<file path="src/rtl/icache_fetch_responder_pkg.sv">
`default_nettype none
// ============================================================================
// Module   : icache_fetch_responder_pkg
// Brief    : Shared FSM state type and address-field width helpers for the
//            direct-mapped instruction cache.
// Revision : 1.0
// ============================================================================
package icache_fetch_responder_pkg;

    typedef enum logic [1:0] {
        S_IDLE = 2'd0,
        S_REQ  = 2'd1,
        S_FILL = 2'd2
    } state_t;

    function automatic int f_off_w(input int line_words);
        return $clog2(line_words);
    endfunction

    function automatic int f_idx_w(input int num_lines);
        return $clog2(num_lines);
    endfunction

    // Tag is whatever remains above the word offset, line offset and index.
    function automatic int f_tag_w(input int addr_w, input int line_words, input int num_lines);
        return addr_w - 2 - $clog2(line_words) - $clog2(num_lines);
    endfunction

endpackage
`default_nettype wire

</file>
<file path="src/rtl/icache_fetch_responder_if.sv">
`default_nettype none
// ============================================================================
// Module   : icache_fetch_responder_if
// Brief    : Fetch-side and refill-side signals of the instruction cache.
//            ICACHE_STATS_EN adds the hit/miss counter outputs.
// Revision : 1.0
// ============================================================================
interface icache_fetch_responder_if #(
    parameter int ADDR_W = 32
);
    logic [ADDR_W-1:0] pc;
    logic              flush;
    logic [31:0]       instr;
    logic              stall;
    logic              mem_req;
    logic [ADDR_W-1:0] mem_addr;
    logic              mem_ready;
    logic              mem_rvalid;
    logic [31:0]       mem_rdata;
`ifdef ICACHE_STATS_EN
    logic [31:0]       hit_cnt;
    logic [31:0]       miss_cnt;

    modport slave (
        input  pc, flush, mem_ready, mem_rvalid, mem_rdata,
        output instr, stall, mem_req, mem_addr, hit_cnt, miss_cnt
    );
    modport master (
        output pc, flush, mem_ready, mem_rvalid, mem_rdata,
        input  instr, stall, mem_req, mem_addr, hit_cnt, miss_cnt
    );
`else
    modport slave (
        input  pc, flush, mem_ready, mem_rvalid, mem_rdata,
        output instr, stall, mem_req, mem_addr
    );
    modport master (
        output pc, flush, mem_ready, mem_rvalid, mem_rdata,
        input  instr, stall, mem_req, mem_addr
    );
`endif
endinterface
`default_nettype wire

</file>
<file path="src/rtl/icache_fetch_responder_line_store.sv">
`default_nettype none
// ============================================================================
// Module   : icache_fetch_responder_line_store
// Brief    : Tag/valid/data arrays with one async read port, one word write
//            port, a line-validate strobe and a clear-all for the valid bits.
// Revision : 1.0
// ============================================================================
module icache_fetch_responder_line_store #(
    parameter int OFF_W = 2,
    parameter int IDX_W = 4,
    parameter int TAG_W = 26
) (
    input  logic             clk,
    input  logic             rst,
    input  logic             clr_all_i,
    input  logic [IDX_W-1:0] rd_idx_i,
    input  logic [OFF_W-1:0] rd_off_i,
    output logic             rd_valid_o,
    output logic [TAG_W-1:0] rd_tag_o,
    output logic [31:0]      rd_data_o,
    input  logic             wr_en_i,
    input  logic [IDX_W-1:0] wr_idx_i,
    input  logic [OFF_W-1:0] wr_off_i,
    input  logic [31:0]      wr_data_i,
    input  logic             tag_wr_i,
    input  logic [TAG_W-1:0] wr_tag_i,
    input  logic             validate_i
);
    localparam int LINES = 1 << IDX_W;
    localparam int DEPTH = 1 << (IDX_W + OFF_W);

    logic [LINES-1:0] valid_q;
    logic [TAG_W-1:0] tag_q  [LINES];
    logic [31:0]      data_q [DEPTH];

    always_ff @(posedge clk) begin
        if (rst || clr_all_i) begin
            valid_q <= '0;
        end else if (validate_i) begin
            valid_q[wr_idx_i] <= 1'b1;
        end
    end

    // Tag and data contents survive reset; only the valid bits gate hits.
    always_ff @(posedge clk) begin
        if (wr_en_i) begin
            data_q[{wr_idx_i, wr_off_i}] <= wr_data_i;
        end
        if (tag_wr_i) begin
            tag_q[wr_idx_i] <= wr_tag_i;
        end
    end

    assign rd_valid_o = valid_q[rd_idx_i];
    assign rd_tag_o   = tag_q[rd_idx_i];
    assign rd_data_o  = data_q[{rd_idx_i, rd_off_i}];

endmodule
`default_nettype wire

</file>
<file path="src/rtl/icache_fetch_responder.sv">
`default_nettype none
// ============================================================================
// Module   : icache_fetch_responder
// Brief    : Direct-mapped read-only instruction cache with 0-cycle hits and a
//            whole-line refill FSM. ICACHE_STATS_EN adds hit/miss counters.
// Revision : 1.0
// ============================================================================
module icache_fetch_responder
    import icache_fetch_responder_pkg::*;
#(
    parameter int LINE_WORDS = 4,
    parameter int NUM_LINES  = 16,
    parameter int ADDR_W     = 32
) (
    input  logic                    clk,
    input  logic                    areset,
    icache_fetch_responder_if.slave bus
);
    localparam int OFF_W  = f_off_w(LINE_WORDS);
    localparam int IDX_W  = f_idx_w(NUM_LINES);
    localparam int TAG_W  = f_tag_w(ADDR_W, LINE_WORDS, NUM_LINES);
    localparam int LINE_W = TAG_W + IDX_W;

    state_t              state_q, state_d;
    logic [OFF_W-1:0]    cnt_q;
    logic                flush_pend_q;
    logic [LINE_W-1:0]   line_q;

    logic [OFF_W-1:0]    w_off;
    logic [IDX_W-1:0]    w_idx;
    logic [TAG_W-1:0]    w_tag;
    logic                w_rd_valid;
    logic [TAG_W-1:0]    w_rd_tag;
    logic [31:0]         w_rd_data;
    logic                w_hit;
    logic                w_last;
    logic                w_flush_seen;
    logic                w_stall;
    logic                w_mem_req;
    logic                w_wr_en;
    logic                w_tag_wr;
    logic                w_validate;
    logic                w_clr_all;
    logic                w_unused_pc;

    assign w_off       = bus.pc[OFF_W+1:2];
    assign w_idx       = bus.pc[OFF_W+IDX_W+1:OFF_W+2];
    assign w_tag       = bus.pc[ADDR_W-1:OFF_W+IDX_W+2];
    assign w_unused_pc = ^bus.pc[1:0];

    assign w_hit        = (state_q == S_IDLE) && w_rd_valid && (w_rd_tag == w_tag);
    assign w_last       = (state_q == S_FILL) && bus.mem_rvalid && (&cnt_q);
    assign w_flush_seen = flush_pend_q | bus.flush;

    always_ff @(posedge clk) begin
        if (areset) begin
            state_q <= S_IDLE;
        end else begin
            state_q <= state_d;
        end
    end

    always_comb begin
        state_d = state_q;
        case (state_q)
            S_IDLE:  if (!w_hit)          state_d = S_REQ;
            S_REQ:   if (bus.mem_ready)   state_d = S_FILL;
            S_FILL:  if (w_last)          state_d = S_IDLE;
            default:                      state_d = S_IDLE;
        endcase
    end

    // A flush seen at any point of a refill keeps that line invalid and wipes
    // every valid bit as the FSM returns to IDLE.
    always_comb begin
        w_stall    = !w_hit;
        w_mem_req  = (state_q == S_REQ);
        w_wr_en    = (state_q == S_FILL) && bus.mem_rvalid;
        w_tag_wr   = w_last;
        w_validate = w_last && !w_flush_seen;
        w_clr_all  = ((state_q == S_IDLE) && bus.flush) || (w_last && w_flush_seen);
    end

    always_ff @(posedge clk) begin
        if (areset) begin
            cnt_q        <= '0;
            flush_pend_q <= 1'b0;
        end else begin
            if (w_wr_en) begin
                cnt_q <= cnt_q + OFF_W'(1);
            end
            if (w_last) begin
                flush_pend_q <= 1'b0;
            end else if ((state_q != S_IDLE) && bus.flush) begin
                flush_pend_q <= 1'b1;
            end
        end
    end

    always_ff @(posedge clk) begin
        if ((state_q == S_IDLE) && !w_hit) begin
            line_q <= {w_tag, w_idx};
        end
    end

    icache_fetch_responder_line_store #(
        .OFF_W (OFF_W),
        .IDX_W (IDX_W),
        .TAG_W (TAG_W)
    ) u_line_store (
        .clk        (clk),
        .rst        (areset),
        .clr_all_i  (w_clr_all),
        .rd_idx_i   (w_idx),
        .rd_off_i   (w_off),
        .rd_valid_o (w_rd_valid),
        .rd_tag_o   (w_rd_tag),
        .rd_data_o  (w_rd_data),
        .wr_en_i    (w_wr_en),
        .wr_idx_i   (line_q[IDX_W-1:0]),
        .wr_off_i   (cnt_q),
        .wr_data_i  (bus.mem_rdata),
        .tag_wr_i   (w_tag_wr),
        .wr_tag_i   (line_q[LINE_W-1:IDX_W]),
        .validate_i (w_validate)
    );

    assign bus.instr    = w_rd_data;
    assign bus.stall    = w_stall;
    assign bus.mem_req  = w_mem_req;
    assign bus.mem_addr = {line_q, {(OFF_W+2){1'b0}}};

`ifdef ICACHE_STATS_EN
    logic [31:0] hit_cnt_q;
    logic [31:0] miss_cnt_q;

    always_ff @(posedge clk) begin
        if (areset) begin
            hit_cnt_q  <= '0;
            miss_cnt_q <= '0;
        end else begin
            if (w_hit) begin
                hit_cnt_q <= hit_cnt_q + 32'd1;
            end
            if ((state_q == S_IDLE) && !w_hit) begin
                miss_cnt_q <= miss_cnt_q + 32'd1;
            end
        end
    end

    assign bus.hit_cnt  = hit_cnt_q;
    assign bus.miss_cnt = miss_cnt_q;
`endif

endmodule
`default_nettype wire

</file>
<file path="src/flat_wrapper.sv">
// flat-port wrapper written by rule: the top's interface ports become plain ports
module icache_fetch_responder_flat import icache_fetch_responder_pkg::*;
#(
    parameter int LINE_WORDS = 4,
    parameter int NUM_LINES  = 16,
    parameter int ADDR_W     = 32
)
  (clk, areset, bus_pc, bus_flush, bus_mem_ready, bus_mem_rvalid, bus_mem_rdata, bus_instr, bus_stall, bus_mem_req, bus_mem_addr);
  icache_fetch_responder_if #(.ADDR_W(ADDR_W)) bus_i ();
  input  logic clk;
  input  logic areset;
  input wire logic [$bits(bus_i.pc)-1:0] bus_pc;
  input wire logic [$bits(bus_i.flush)-1:0] bus_flush;
  input wire logic [$bits(bus_i.mem_ready)-1:0] bus_mem_ready;
  input wire logic [$bits(bus_i.mem_rvalid)-1:0] bus_mem_rvalid;
  input wire logic [$bits(bus_i.mem_rdata)-1:0] bus_mem_rdata;
  output wire logic [$bits(bus_i.instr)-1:0] bus_instr;
  output wire logic [$bits(bus_i.stall)-1:0] bus_stall;
  output wire logic [$bits(bus_i.mem_req)-1:0] bus_mem_req;
  output wire logic [$bits(bus_i.mem_addr)-1:0] bus_mem_addr;
  assign bus_i.pc = bus_pc;
  assign bus_i.flush = bus_flush;
  assign bus_i.mem_ready = bus_mem_ready;
  assign bus_i.mem_rvalid = bus_mem_rvalid;
  assign bus_i.mem_rdata = bus_mem_rdata;
  assign bus_instr = bus_i.instr;
  assign bus_stall = bus_i.stall;
  assign bus_mem_req = bus_i.mem_req;
  assign bus_mem_addr = bus_i.mem_addr;
  icache_fetch_responder #(.LINE_WORDS(LINE_WORDS), .NUM_LINES(NUM_LINES), .ADDR_W(ADDR_W)) u_core (.clk(clk), .areset(areset), .bus(bus_i));
endmodule
</file>
<file path="config.mk">
export PLATFORM = sky130hd
export DESIGN_NAME = icache_fetch_responder_flat
export DESIGN_NICKNAME = d
export VERILOG_FILES = /design/src/rtl/icache_fetch_responder_pkg.sv /design/src/rtl/icache_fetch_responder_if.sv /design/src/rtl/icache_fetch_responder_line_store.sv /design/src/rtl/icache_fetch_responder.sv /design/src/flat_wrapper.sv
export SDC_FILE = /design/constraint.sdc
export NUM_CORES = 2
export LEC_CHECK = 0
export CAP_MARGIN = 25
export CORE_MARGIN = 2
export CORE_UTILIZATION = 40
export DETAILED_ROUTE_END_ITERATION = 6
export PLACE_DENSITY = 0.66
export SYNTH_ARGS = -nofsm -noshare
export SYNTH_HDL_FRONTEND = slang
export SYNTH_SLANG_ARGS = --single-unit
</file>
<file path="constraint.sdc">
create_clock -name clk -period 5.5 [get_ports clk]
set_input_delay 1.1 -clock clk [delete_from_list [all_inputs] [get_ports clk]]
set_output_delay 1.1 -clock clk [all_outputs]
set_load 0.02 [all_outputs]
</file>
; Word level (Yosys, flattened, before mapping)
; Memories as Yosys holds them, arrays and structs flattened.
; Cells that the tools add are included.
[classes]
n_eq_ne = 6
n_mux = 12
n_bitwise = 2
n_reduce_logical = 19
add_sub_neg = 1
order_cmp = 3
[op_table]
columns = op, n
row1 = $eq A24 B24 Y1, 1
row2 = $or A16 B16 Y16, 1
row3 = $logic_and A1 B1 Y1, 10
row4 = $lt A4 B5 Y1 const B, 2
row5 = $mux W1, 6
row6 = $mux W2, 3
row7 = $pmux W2 S3, 1
row8 = $bmux W1 S4, 1
row9 = $demux W1 S4, 1
row10 = $ge A4 B1 Y1 const B, 1
row11 = $ne A2 B2 Y1 const B, 2
row12 = $reduce_and A3 Y1, 1
row13 = $add A2 B1 Y2 const B, 1
row14 = $eq A2 B1 Y1 const B, 1
row15 = $eq A2 B2 Y1 const B, 1
row16 = $logic_not A1 Y1, 2
row17 = $logic_not A2 Y1, 1
row18 = $logic_or A1 B1 Y1, 2
row19 = $ne A2 B1 Y1 const B, 1
row20 = $reduce_and A2 Y1, 1
row21 = $reduce_bool A2 Y1, 1
row22 = $reduce_or A2 Y1, 1
row23 = $or A1 B1 Y1, 1
[word_totals]
out_inout_bits = 66
wordCells = 50
memories = 2
mem_bits_rw = 2432
reg_bits = 49
[mem_list]
columns = name, words, word_bits, read_ports, rd_clocked_by_memory_dff, write_ports, line
row1 = u_core.u_line_store.data_q, 64, 32, 1, 0, 1, icache_fetch_responder_line_store.sv:34  ; logic [31:0] data_q [DEPTH];
row2 = u_core.u_line_store.tag_q, 16, 24, 1, 0, 1, icache_fetch_responder_line_store.sv:33  ; logic [TAG_W-1:0] tag_q [LINES];

; Depth between registers and ports, before layout
[logic_depth]
word_depth = 6
depth_mapped = 12

; By module
; Synthesis repeated with hierarchy kept, for this count alone.
[hier_totals]
hier_cells = 3998
hier_area_um2 = 93927.6
[modules_own_cells]
columns = module, seq_area_each_um2, area_per_inst_um2, instances, cells_per_inst
row1 = icache_fetch_responder_line_store, 73350.3, 92535.0, 1, 3901
row2 = icache_fetch_responder, 940.9, 1392.6, 1, 97

; Least setup slack after synthesis
; No wires, ideal clock.
[synth_timing]
kind = input port to flip-flop
start = in bus_pc[4]
end = reg u_core.line_q[0], enable pin
slack_ns = 0.930
path_stages = 11
arrival_ns = 4.147
cell_sequence = buf_6 -> buf_6 -> buf_6 -> buf_6 -> mux4_2 -> mux2i_1 -> xnor2_1 -> nand2_1 -> o2111ai_1 -> nor4_2 -> a21oi_1
[synth_between]
elab_chain_len = 6
[synth_lines]
columns = item, line
row1 = "start, declared", flat_wrapper.sv:12  ; input wire logic [$bits(bus_i.pc)-1:0] bus_pc;
row2 = "parallel branches: the longest is 3 deep, another holds $mem_v2 Z16 W24", n/a
row3 = $logic_and A1 B1 Y1 (*), icache_fetch_responder.sv:51  ; assign w_hit = (state_q == S_IDLE) && w_rd_valid && (w_rd_tag == w_tag);
row4 = $logic_not A1 Y1 (*), n/a
row5 = $logic_and A1 B1 Y1 (*), icache_fetch_responder.sv:101  ; if ((state_q == S_IDLE) && !w_hit) begin
row6 = "end signal, assigned", icache_fetch_responder.sv:102  ; line_q <= {w_tag, w_idx};
row7 = "end, declared", icache_fetch_responder.sv:27  ; logic [LINE_W-1:0] line_q;
; Every way passes the cells marked *. The select of a mux whose other input is x is not followed.
; A chain may end at the register's enable or synchronous reset.

; Worst setup path after layout
[layout_timing]
start = in bus_pc[6]
end = out bus_stall
[layout_between]
elab_chain_len = 5
[layout_lines]
columns = item, line
row1 = "parallel branches: the longest is 3 deep, another holds $mem_v2 Z16 W24", n/a
row2 = $logic_and A1 B1 Y1 (*), icache_fetch_responder.sv:51
row3 = $logic_not A1 Y1 (*), n/a
row4 = "end, declared", flat_wrapper.sv:18  ; output wire logic [$bits(bus_i.stall)-1:0] bus_stall;
; Marked as above.

==> impl_results.md <==
- P_leak: 33.86 nW
- Worst-path fanout max: 22
- HP Start: u_core.u_line_store.valid_q[11]
- Max Freq: 0.1847 GHz
- Slew @ Worst Pin: roughly 1.0 ns
- Post-layout nets: ~4.4k
- Setup TNS: 0 ns
- Endpoints failing setup: 0
- Netlist cell types: 48
- GRT overflow: 0
- Logic pwr share: 0.052
- Initial drt markers: 6,180
- Status: complete, no violations
- Synth area leader: edfxtp_1
- Rel. slew slack: 0.3060
- Sequential Power Share: 0.546
- Gp weighted congestion: approximately 0.8
- Reg-to-Reg Start: u_core.u_line_store.tag_q[10][2]
- Clock tree sinks: 2,481
- IO Pins: roughly 140
- DRC viols: 0
- Synth warn: 0
- GR Util All Layers: 0.1973
- Layout cell share with drive strength beyond 1: 0.3304
- First-pass GRT wire length: around 340,000 um
- Post-CTS setup buffer count: 0
- Post-Route Skew: 0.09289 ns
- Worst R2R Setup Slack: 2.41 ns
- Routed Antenna Nets: 0
- Ratio of final minimum period to clock period: 0.9845
- Worst setup margin: 0.08539 ns
- Port bufs: 128
- Synth Instances: 3,858
- Family with the most delay on the worst path: buffers and inverters
- Top-count cell post-synth: edfxtp_1
- Max cap viols: 0
- Post-CTS Hold Buffers: 0
- Largest cells by area after synthesis: edfxtp_1, mux4_2, mux2i_1, nor2_1, dfxtp_1
- Cell-internal power: ~0.03 W
- Reg-to-reg endpoint: u_core.line_q[21]
- Post-Route WL: 239,800 um
- Post-synth top flop: edfxtp_1
- Clk Latency, worst-skew pair: 0.90 ns
- Psw: 0.008126 W
- Count of final hold-check violations: 0
- Place WS: about 0.0063 ns
- Post-synth EDFFs: 2,460
- Die W: between 400 and 500 um
- Largest net degree at the start of global routing: 65
- Buffer and inverter count on the worst path: 4
- Syn Std Cell Area: approximately 0.095 mm^2
- Post-synth top area share: 0.7788
- Hold path cells: 2
- FILL cells: 18.99k
- Die height: 491.0 um
- WL per Instance: 31.46 um
- Core Box Area: 0.2354 mm^2
- H-tree depth: 4
- RSZ-0062 raised after global routing: false
- Via count: around 44k
- Starting density of the core: 0.4029
- Clock Pin Slew Worst Setup and Hold Paths: about 0.06 ns
- CP Data Required Time: 4.40 ns
- Syn avg cell area: 24.59 um^2
- # rows: 178
- Arrival time worst endpoint: 4.31 ns
- WHS Endpoint: u_core.u_line_store.valid_q[11]
- CTS Buffer Depth: 3
- Root buffer cell: clkbuf_16
- Crit-path slowest cell: clkdlybuf4s50_1
- Reg2reg path depth: 9
- Detailed-router iteration count before antenna repair: 5
- CP startpoint: bus_pc[6]
- Vias in the first global route: 45.08k
- Cell Chain, Critical Path: buf_8 -> buf_4 -> nor2b_1 -> a22oi_1 -> a31o_2 -> a21oi_1 -> o2111ai_1 -> nor4_2 -> buf_4 -> nand2_1 -> clkdlybuf4s50_1
- Clk pwr share: 0.402
- Min Clock Period, post-route: 5.415 ns
- CP most frequent cell: buf_4
- Final Max Tran Viols: 0
- Initial antenna violation count: 20
- TritonCTS clock tree: yes
- CP Capture Type: output port
- Startpoint Class: input pin
- Crit Path Category: input pin to output port
- Synth top cells by count: edfxtp_1, mux4_2, nor2_1
- PD cells: 348.5 mW/mm^2
- HPWL after detailed placement: 128,800 um
- Max incr delay on CP: 0.57 ns
- CTS buffer count: 227
- Post-synthesis register bit count: between 2k and 2.5k
- Sw Share: 0.2119
- Async SR Flop Fraction: 0
- Area growth from synthesis to layout: 16.00%
- HP Class: flip-flop to flip-flop
- DR vias/cell: 5.819
- Sequential cell area fraction in the yosys report: 0.7833
- Peak supply drop: 379.3 uV
- Die area: 0.2410 mm^2
worst min-delay path: stages, from the launching register on:
cell     delay, ns
dfxtp_1       0.32
a21oi_1       0.04
nor2_1        0.07
registers in the layout, summed over array words and instances, names as in the netlist:
register                     flops
u_core.u_line_store.data_q    2048
u_core.u_line_store.valid_q     16
u_core.flush_pend_q              1
u_core.u_line_store.tag_q      384
u_core.state_q                   2
u_core.cnt_q                     2
u_core.line_q                   28
power by group through the flow:
| stage | Sequential, W | Clock (W) | Combinational (W) |
|---|---|---|---|
| 2_1_floorplan | 0.0213 | 0 | 0.00107 |
| 3_3_place_gp | 0.0213 | 0 | 0.00193 |
| 3_5_place_dp | 0.0213 | 0 | 0.00196 |
| 4_1_cts | 0.0209 | 0.0157 | 0.00197 |
| 5_1_grt | 0.0209 | 0.0164 | 0.00210 |
| 6_report | 0.0209 | 0.0154 | 0.00199 |
how the worst max path moves through the flow:
stage	end	slack (ns)	cells past startpoint
global route	bus_stall	0.02	11
global placement	bus_stall	0.05	11
detailed placement	bus_stall	0.006	11
CTS	bus_stall	0.07	11
floorplan	u_core.line_q[0]	0.93	11
finish	bus_stall	0.09	11
area by class of cell:
| cell class | instances | area, um^2 | share of cell area |
|---|---|---|---|
| well taps | 3150 | 3941 | 0.03582 |
| inverters | 2 | 7.507 | 0.00006823 |
| clock inverters | 133 | 1355 | 0.01232 |
| flip-flops and latches | 2481 | 74290 | 0.6752 |
| clock buffers | 285 | 5898 | 0.05361 |
| repair buffers | 393 | 4349 | 0.03953 |
| diodes | 3 | 7.507 | 0.00006823 |
| multi-input cells | 1176 | 20180 | 0.1834 |
repair_timing:
item	CTS	global route
setup endpoints to repair	1	1
gates resized for setup	1	1
pin swaps	0	0
logic make-up after synthesis:
kind of cell / count (synthesis) / synth area share
mux: 825 / 0.1863
xor+xnor: 27 / 0.002493
other cells: 1 / 0.00003954
compound gates: 73 / 0.005184
buf+inv: 204 / 0.01055
simple gates: 246 / 0.01207
flops: 2481 / 0.7833
fa+ha+maj: 1 / 0.0001319
cell usage in the layout (no fill, tap or decap), types with 4 or more instances in the layout:
| cell | instances |
|---|---|
| a221oi_1 | 6 |
| a22oi_1 | 14 |
| bufinv_16 | 18 |
| o22ai_1 | 6 |
| nor2_4 | 78 |
| nor2_1 | 35 |
| nor3_1 | 7 |
| clkbuf_1 | 58 |
| mux2_2 | 21 |
| clkdlybuf4s50_1 | 78 |
| clkinv_2 | 35 |
| nor3b_1 | 6 |
| nand4_1 | 6 |
| xnor2_1 | 17 |
| o21ai_0 | 9 |
| nand2b_1 | 9 |
| buf_12 | 96 |
| a21oi_1 | 22 |
| clkbuf_16 | 227 |
| buf_4 | 181 |
| clkinv_16 | 8 |
| inv_16 | 4 |
| nand2_1 | 40 |
| nor2b_1 | 13 |
| clkinv_1 | 58 |
| mux4_2 | 750 |
| xor2_1 | 10 |
| mux2i_1 | 54 |
| edfxtp_1 | 2460 |
| nand3_1 | 29 |
| dfxtp_1 | 21 |
| conb_1 | 4 |
| buf_2 | 32 |
metrics by stage:
step	instance area [um^2]	std cells	power [W]	utilization	hold slack, ns
2_1_floorplan	94860	3861	0.02240	-	0.4315
4_1_cts	109500	7595	0.03857	0.4652	0.4696
6_report	110000	7623	0.03834	0.4674	0.4640
3_5_place_dp	102300	7177	0.02331	0.4344	0.4547
5_1_grt	110000	7623	0.03940	0.4674	0.4244
3_3_place_gp	102200	7176	0.02327	0.4342	0.4483
per-layer routing:
| layer | track usage | wire length, um | vias to the layer above |
|---|---|---|---|
| met4 | 0.05860 | 6699 | 6 |
| met1 | 0.2762 | 95520 | 24250 |
| met2 | 0.3130 | 115900 | 2195 |
| met5 | 0 | 35 | - |
| met3 | 0.04109 | 21700 | 360 |
| li1 | - | - | 17550 |
Power figures use the tool's default switching activity.
